--- config.mk ---
export PLATFORM = sky130hd
export DESIGN_NAME = uart_tx_8bit
export DESIGN_NICKNAME = d
export VERILOG_FILES = /design/src/rtl/uart_tx_8bit.sv
export SDC_FILE = /design/constraint.sdc
export NUM_CORES = 1
export LEC_CHECK = 0
export CELL_PAD_IN_SITES_DETAIL_PLACEMENT = 0
export CELL_PAD_IN_SITES_GLOBAL_PLACEMENT = 2
export CORE_UTILIZATION = 32
export DETAILED_ROUTE_END_ITERATION = 8
export PLACE_DENSITY_LB_ADDON = 0.3
export SYNTH_ARGS = -nofsm -noshare
export SYNTH_HDL_FRONTEND = slang
export SYNTH_SLANG_ARGS = --single-unit
--- constraint.sdc ---
create_clock -name clk -period 2 [get_ports clk]
set_input_delay 0.4 -clock clk [delete_from_list [all_inputs] [get_ports clk]]
set_output_delay 0.4 -clock clk [all_outputs]
set_load 0.05 [all_outputs]
--- src/rtl/uart_tx_8bit.sv ---
// 8-bit UART transmitter: 5..8 data bits, optional even/odd parity, 1 / 1.5 / 2 stop bits,
// break generation. Bit timing is 16 ticks of the shared 16x baud clock enable.
module uart_tx_8bit (
    input  logic       clk,
    input  logic       rst,
    input  logic       brc_x16,
    input  logic [7:0] d,
    input  logic       d_valid,
    output logic       d_take,
    input  logic [3:0] num_bits,
    input  logic       stop_bits,
    input  logic       parity_en,
    input  logic       parity_ev,
    input  logic       break_cb,
    output logic       stx,
    output logic       busy,
    output logic       tsr_empty
);

    localparam logic [2:0] StIdle   = 3'd0;
    localparam logic [2:0] StStart  = 3'd1;
    localparam logic [2:0] StData   = 3'd2;
    localparam logic [2:0] StParity = 3'd3;
    localparam logic [2:0] StStop   = 3'd4;

    logic [2:0] state_q, state_d;
    logic [3:0] tick_q, tick_d;
    logic [2:0] bit_cnt_q, bit_cnt_d;
    logic [7:0] shift_q, shift_d;
    logic       par_q, par_d;
    logic       line_q, line_d;
    logic       stx_q;
    // Second phase of a long (1.5 or 2 bit) stop period.
    logic       stop_ext_q, stop_ext_d;

    // Latched frame format.
    logic [2:0] nb_last_q, nb_last_d;
    logic       stop_long_q, stop_long_d;
    logic       stop_half_q, stop_half_d;
    logic       par_en_q, par_en_d;
    logic       par_ev_q, par_ev_d;

    logic [2:0] nb_last_in;
    logic       stop_last;

    // Clamp the requested character length to 5..8 and store it as index of the last bit.
    always_comb begin
        if (num_bits < 4'd5) begin
            nb_last_in = 3'd4;
        end else if (num_bits > 4'd8) begin
            nb_last_in = 3'd7;
        end else begin
            nb_last_in = 3'(num_bits - 4'd1);
        end
    end

    // Final tick of the stop period and the capture handshake.
    always_comb begin
        if (!stop_ext_q) begin
            stop_last = (tick_q == 4'd15) && !stop_long_q;
        end else begin
            stop_last = stop_half_q ? (tick_q == 4'd7) : (tick_q == 4'd15);
        end
        d_take = ((state_q == StIdle) || ((state_q == StStop) && stop_last)) &&
                 brc_x16 && d_valid && !rst;
    end

    // Next-state logic: advances only on a baud tick; capture overrides the end of STOP.
    always_comb begin
        state_d     = state_q;
        tick_d      = tick_q;
        bit_cnt_d   = bit_cnt_q;
        shift_d     = shift_q;
        par_d       = par_q;
        line_d      = line_q;
        stop_ext_d  = stop_ext_q;
        nb_last_d   = nb_last_q;
        stop_long_d = stop_long_q;
        stop_half_d = stop_half_q;
        par_en_d    = par_en_q;
        par_ev_d    = par_ev_q;

        if (brc_x16) begin
            case (state_q)
                StStart: begin
                    if (tick_q == 4'd15) begin
                        state_d   = StData;
                        tick_d    = 4'd0;
                        bit_cnt_d = 3'd0;
                        line_d    = shift_q[0];
                    end else begin
                        tick_d = tick_q + 4'd1;
                    end
                end
                StData: begin
                    if (tick_q == 4'd15) begin
                        tick_d  = 4'd0;
                        par_d   = par_q ^ shift_q[0];
                        shift_d = shift_q >> 1;
                        if (bit_cnt_q == nb_last_q) begin
                            if (par_en_q) begin
                                state_d = StParity;
                                line_d  = par_ev_q ? par_d : ~par_d;
                            end else begin
                                state_d    = StStop;
                                stop_ext_d = 1'b0;
                                line_d     = 1'b1;
                            end
                        end else begin
                            bit_cnt_d = bit_cnt_q + 3'd1;
                            line_d    = shift_q[1];
                        end
                    end else begin
                        tick_d = tick_q + 4'd1;
                    end
                end
                StParity: begin
                    if (tick_q == 4'd15) begin
                        state_d    = StStop;
                        tick_d     = 4'd0;
                        stop_ext_d = 1'b0;
                        line_d     = 1'b1;
                    end else begin
                        tick_d = tick_q + 4'd1;
                    end
                end
                StStop: begin
                    if (stop_last) begin
                        state_d    = StIdle;
                        tick_d     = 4'd0;
                        stop_ext_d = 1'b0;
                    end else if (tick_q == 4'd15) begin
                        stop_ext_d = 1'b1;
                        tick_d     = 4'd0;
                    end else begin
                        tick_d = tick_q + 4'd1;
                    end
                end
                default: ;
            endcase
        end

        if (d_take) begin
            state_d     = StStart;
            tick_d      = 4'd0;
            bit_cnt_d   = 3'd0;
            shift_d     = d;
            par_d       = 1'b0;
            line_d      = 1'b0;
            stop_ext_d  = 1'b0;
            nb_last_d   = nb_last_in;
            stop_long_d = stop_bits;
            stop_half_d = stop_bits && (nb_last_in == 3'd4);
            par_en_d    = parity_en;
            par_ev_d    = parity_ev;
        end
    end

    // State registers; break gates the line every clock, independent of baud ticks.
    always_ff @(posedge clk) begin
        if (rst) begin
            state_q     <= StIdle;
            tick_q      <= 4'd0;
            bit_cnt_q   <= 3'd0;
            shift_q     <= 8'd0;
            par_q       <= 1'b0;
            line_q      <= 1'b1;
            stx_q       <= 1'b1;
            stop_ext_q  <= 1'b0;
            nb_last_q   <= 3'd7;
            stop_long_q <= 1'b0;
            stop_half_q <= 1'b0;
            par_en_q    <= 1'b0;
            par_ev_q    <= 1'b0;
        end else begin
            state_q     <= state_d;
            tick_q      <= tick_d;
            bit_cnt_q   <= bit_cnt_d;
            shift_q     <= shift_d;
            par_q       <= par_d;
            line_q      <= line_d;
            stx_q       <= line_d & ~break_cb;
            stop_ext_q  <= stop_ext_d;
            nb_last_q   <= nb_last_d;
            stop_long_q <= stop_long_d;
            stop_half_q <= stop_half_d;
            par_en_q    <= par_en_d;
            par_ev_q    <= par_ev_d;
        end
    end

    assign stx       = stx_q;
    assign busy      = (state_q != StIdle);
    assign tsr_empty = (state_q == StIdle);

endmodule

# Yosys cells after proc, flatten, opt, wreduce, memory -nomap -nowiden
# Cells that the tools add are included.
# Widths: inputs -> output; s select.
# classes
n_addsub	3
n_lt_le_gt_ge	2
eq_ne	21
n_mux	40
n_bitwise	4
reduce_logical	28
# ops
cell	count
$mux 3	11
$mux 8	4
$reduce_and 7->1	3
$mux 1	18
$ne 3x3->1 const B	6
$ne 2x2->1 const B	7
$pmux 3 s4	1
$reduce_bool 2->1	5
$mux 4	2
$pmux 4 s2	1
$eq 3x2->1 const B	2
$eq 3x3->1 const B	2
$logic_and 1x1->1	6
$pmux 1 s3	2
$pmux 3 s2	1
$reduce_and 3->1	2
$reduce_bool 3->1	2
$reduce_and 5->1	1
$reduce_bool 5->1	1
$add 4x1->4 const B	1
$eq 4x3->1 const B	1
$eq 4x4->1 const B	1
$gt 4x4->1 const B	1
$lt 4x3->1 const B	1
14 further kinds	16
# word_totals
regBits	29
inputBits	20
elab_cells	112

# Longest topological paths before layout
# logic_depth
word_depth	10
depth_mapped	8

# Least setup slack after synthesis
# No wires, ideal clock.
# synth_timing
path_kind	register -> output
startpoint	reg tick_q[0]
endpoint	out d_take
arrival_ns	1.918
path_slack_ns	-0.318
stages_incl_launch_ff	7
path_buffers	1
path_cell_list	dfxtp_1 -> ha_1 -> and4bb_1 -> a2bb2oi_2 -> a21o_4 -> buf_6 -> nor2_1
# synth_between
elab_chain_cells	8
# synth_lines
item	line_no	rtl
from (decl)	27	logic [3:0] tick_q, tick_d;
from (signal assigned)	177	tick_q <= tick_d;
$eq 4x4->1 / $eq 4x3->1 (equally long branches)	60, 62	
$mux 1 / $logic_and 1x1->1 (equally long branches)	62, 60	
$mux 1 *	59	if (!stop_ext_q) begin
$logic_and 1x1->1 *	64	d_take = ((state_q == StIdle) || ((state_q == StStop) && stop_last)) &&
$logic_or 1x1->1 *	64	
$logic_and 1x1->1 *	64	
$logic_and 1x1->1 * (2 in series)	65	brc_x16 && d_valid && !rst;
to (decl)	9	output logic d_take,
# Every way passes the cells marked *; elsewhere a longest branch is shown, timed or not.

# Final worst setup path
# Ends and elaborated chain as after synthesis.

==> reports/qor.txt <==
================================================================================
Synthesized net count                                                        222
Total number of yosys warnings                                                 0
Largest net degree at the start of global routing                             14
Final hold violation count                                                     0
Time the worst path needs with I/O delays and setup                      1969 ps
Ratio of total power to cell area                                   611.3 nW/um^2
Worst Max-Slew Pin Slew                                                 495.5 ps
Number of synthesized flops with an enable pin                                 0
Share of Yosys cell area claimed by the top area cell type                35.53%
Type of destination of the critical path                             output port
Via count                                                                  1,494
Site Rows                                                                     25
Remaining global-route overflow                                                0
Residual antenna-violating net count after detailed routing                    0
Mean number of vias per cell                                               4.997
Critical Path RT                                                         1600 ps
Detailed Route Iter0 Violations                                               63
Clk_lat worst skew                                                        280 ps
Total of buffers placed on input and output ports                             23
Final worst clock skew                                                  5.526 ps
CTS tree                                                                   built
Hold_buf cts                                                                   0
Number of nets in the layout                                                 255
Lkg Pwr                                                                0.7798 nW
Fmax                                                                   507.7 MHz
Worst Hold Class                                                         reg2reg
Global placer's final weighted congestion                                 0.7778
Maximum VDD drop                                                       0.2883 mV
Post-synthesis cell type with the largest combined area             sky130_fd_sc_hd__dfxtp_1
Least setup slack across all paths after layout                         30.51 ps
Die footprint                                                          5396 um^2
Final-report setup violation count                                             0
Num ports                                                                     24
Final Routed Wirelength                                                  4018 um
Pre-CTS setup slack                                                     46.17 ps
Max Transition Viols Final                                                     0
Arrival time at the worst endpoint                                       1570 ps
Number of violations of the max-capacitance limit                              0
Wire per inst                                                           13.44 um
Number of detailed-route iterations in the first pass                          4
Number of global-route vias before repair                                  1,462
Setup total negative slack                                                  0 ps
Clk buf depth                                                                  2
Cell at the root of the clock tree                                  sky130_fd_sc_hd__clkbuf_8
P&R area growth vs syn                                                    31.01%
#FFs+latches synth                                                            29
Die Span X                                                              73.46 um
Period Utilization, post-route                                            98.47%
Main synth FF type                                                  sky130_fd_sc_hd__dfxtp_1
Instance count of the mapped netlist                                         199
Fillers                                                                      510
Distinct cells, synth                                                         46
Y dimension of the die                                                  73.46 um
Core Box Area                                                          4817 um^2
Starting density of the core                                              33.92%
Cell types occupying the most area after synthesis                  sky130_fd_sc_hd__dfxtp_1, sky130_fd_sc_hd__nand2_1, sky130_fd_sc_hd__a311oi_2, sky130_fd_sc_hd__nor2_1, sky130_fd_sc_hd__a21oi_1
Highest fanout seen on the critical path                                       4
Detailed-route DRC error count                                                 0
Number of CTS-inserted buffers                                                 5
Tot GR Track Use                                                          16.83%
Setup crit start kind                                                       flop
Number of sinks handled by clock tree synthesis                               29
Number of antenna violations at the first check in global routing              0
Post-detailed-placement cell area                                      1969 um^2
Outcome                                                                completed
Layout Cell Area excl Fill                                             2141 um^2
HPWL after detailed placement                                            2891 um
Share of cells above drive strength 1                                     19.83%
RSZ-0062 raised after global routing                                         yes
Critical path type                                                       reg2out
Average instance area after synthesis                                 8.211 um^2
First-pass GRT wire length                                               6748 um
Antenna fix cells                                                              0
Netlist Area Pre-Place                                                 1634 um^2
Util after Layout                                                         44.44%
Asr flop ratio synth                                                          0%
Sequential area share after synthesis                                     35.53%
Reg clk slew, reported paths                                               50 ps
Slew margin rel.                                                          66.87%
# H-tree levels                                                                2
================================================================================
[layer usage]
metal | share of wire [%] | track usage (%) | wire [um]
met4 | 1.6 | 7.906 | 66
met3 | 4.9 | 5.898 | 196
met2 | 46 | 26.20 | 1854
met5 | 0 | 0 | 0
met1 | 47 | 20.72 | 1900
[kinds of logic after synthesis]
logic type      after synthesis  synth area share (%)
flops                        29                 35.53
simple gates                 89                 27.18
fa+ha+maj                     3                 2.297
mux                           1                0.6891
buf+inv                      17                 5.665
compound gates               52                 24.35
xor+xnor                      8                 4.288
[area by class of cell]
class	instances	area, um^2	area share [%]
timing repair buffer	38	372.9	17.42
clock buffer	7	86.33	4.033
inverter	5	18.77	0.8767
sequential	29	584.3	27.29
tap	67	83.83	3.916
multi-input combinational	153	994.7	46.46
[synth_stat cells (2+ instances only)]
master                     count
sky130_fd_sc_hd__nor3b_2       2
sky130_fd_sc_hd__buf_2         5
sky130_fd_sc_hd__o21a_1        3
sky130_fd_sc_hd__nand2b_1      3
sky130_fd_sc_hd__nor2_1       23
sky130_fd_sc_hd__nor3_1        2
sky130_fd_sc_hd__dfxtp_1      29
sky130_fd_sc_hd__o21ai_0      10
sky130_fd_sc_hd__ha_1          3
sky130_fd_sc_hd__nand3b_1      3
sky130_fd_sc_hd__xnor2_1       6
sky130_fd_sc_hd__xor2_1        2
sky130_fd_sc_hd__a311oi_2      7
sky130_fd_sc_hd__a22oi_1       3
sky130_fd_sc_hd__inv_1         4
sky130_fd_sc_hd__buf_4         2
sky130_fd_sc_hd__nand2_1      32
sky130_fd_sc_hd__buf_6         2
sky130_fd_sc_hd__nand3_1       9
sky130_fd_sc_hd__and3_1        4
sky130_fd_sc_hd__a21oi_1      17
sky130_fd_sc_hd__clkbuf_1      3
sky130_fd_sc_hd__nor2b_1       2
[path summary, 6_finish.rpt]
path                from           end  slack [ps]  cells after the start
max            tick_q[0]        d_take          30                      6
max reg2reg    tick_q[0]  bit_cnt_q[2]         220                      7
min reg2reg  stop_long_q   stop_long_q         450                      2
min          stop_long_q   stop_long_q         450                      2
[through the flow]
stage,hold WS (ps),total power [mW],instances
finish,452.9,1.309,299
global route,466.3,1.388,299
CTS,457.9,1.329,296
detailed placement,449.7,0.8360,285
global placement,444.5,0.8316,285
floorplan,431.9,0.7491,199
[cells in the final DEF, fill, tap and decap left out, types with 2 or more instances in the layout]
cell type / instances
sky130_fd_sc_hd__nor3_1: 2
sky130_fd_sc_hd__xor2_1: 2
sky130_fd_sc_hd__dfxtp_1: 26
sky130_fd_sc_hd__nor2_1: 21
sky130_fd_sc_hd__nor2b_1: 2
sky130_fd_sc_hd__o21ai_0: 10
sky130_fd_sc_hd__o21a_1: 3
sky130_fd_sc_hd__xnor2_1: 6
sky130_fd_sc_hd__a21oi_1: 17
sky130_fd_sc_hd__buf_12: 3
sky130_fd_sc_hd__nand2b_1: 3
sky130_fd_sc_hd__nand2_1: 32
sky130_fd_sc_hd__clkbuf_8: 6
sky130_fd_sc_hd__inv_1: 4
sky130_fd_sc_hd__buf_4: 15
sky130_fd_sc_hd__ha_1: 2
sky130_fd_sc_hd__nor3b_2: 2
sky130_fd_sc_hd__a22oi_1: 3
sky130_fd_sc_hd__clkdlybuf4s50_1: 20
sky130_fd_sc_hd__and3_1: 4
sky130_fd_sc_hd__a311oi_2: 7
sky130_fd_sc_hd__nand3_1: 9
sky130_fd_sc_hd__dfxtp_2: 3
sky130_fd_sc_hd__nand3b_1: 3
[timing repair]
| item | in CTS | in global routing |
|---|---|---|
| resized for setup | 6 | 1 |
| setup buffers | 4 | 3 |
| pin swaps | 3 | 1 |
| endpoints found under the hold margin | 0 | 0 |
| endpoints found under the setup margin | 1 | 1 |
[state kept, by name, summed over array words and instances (netlist names)]
signal       count
bit_cnt_q        3
line_q           1
nb_last_q        3
par_en_q         1
par_ev_q         1
par_q            1
shift_q          8
state_q          3
stop_ext_q       1
stop_half_q      1
stop_long_q      1
stx              1
tick_q           4
[worst max-delay path, stage by stage (launching register included)]
cell                        delay [ps]
sky130_fd_sc_hd__dfxtp_2           360
sky130_fd_sc_hd__ha_4              150
sky130_fd_sc_hd__and4bb_1          250
sky130_fd_sc_hd__a2bb2oi_4          70
sky130_fd_sc_hd__a21o_4            210
sky130_fd_sc_hd__nor2_4            110
sky130_fd_sc_hd__buf_12            140
[power breakdown]
group / internal [mW] / switching (mW) / total (mW)
sequential: 0.601 / 0.0187 / 0.620
clock: 0.272 / 0.208 / 0.480
combinational: 0.107 / 0.102 / 0.209
Note: power is estimated with default switching activity, not from simulation.
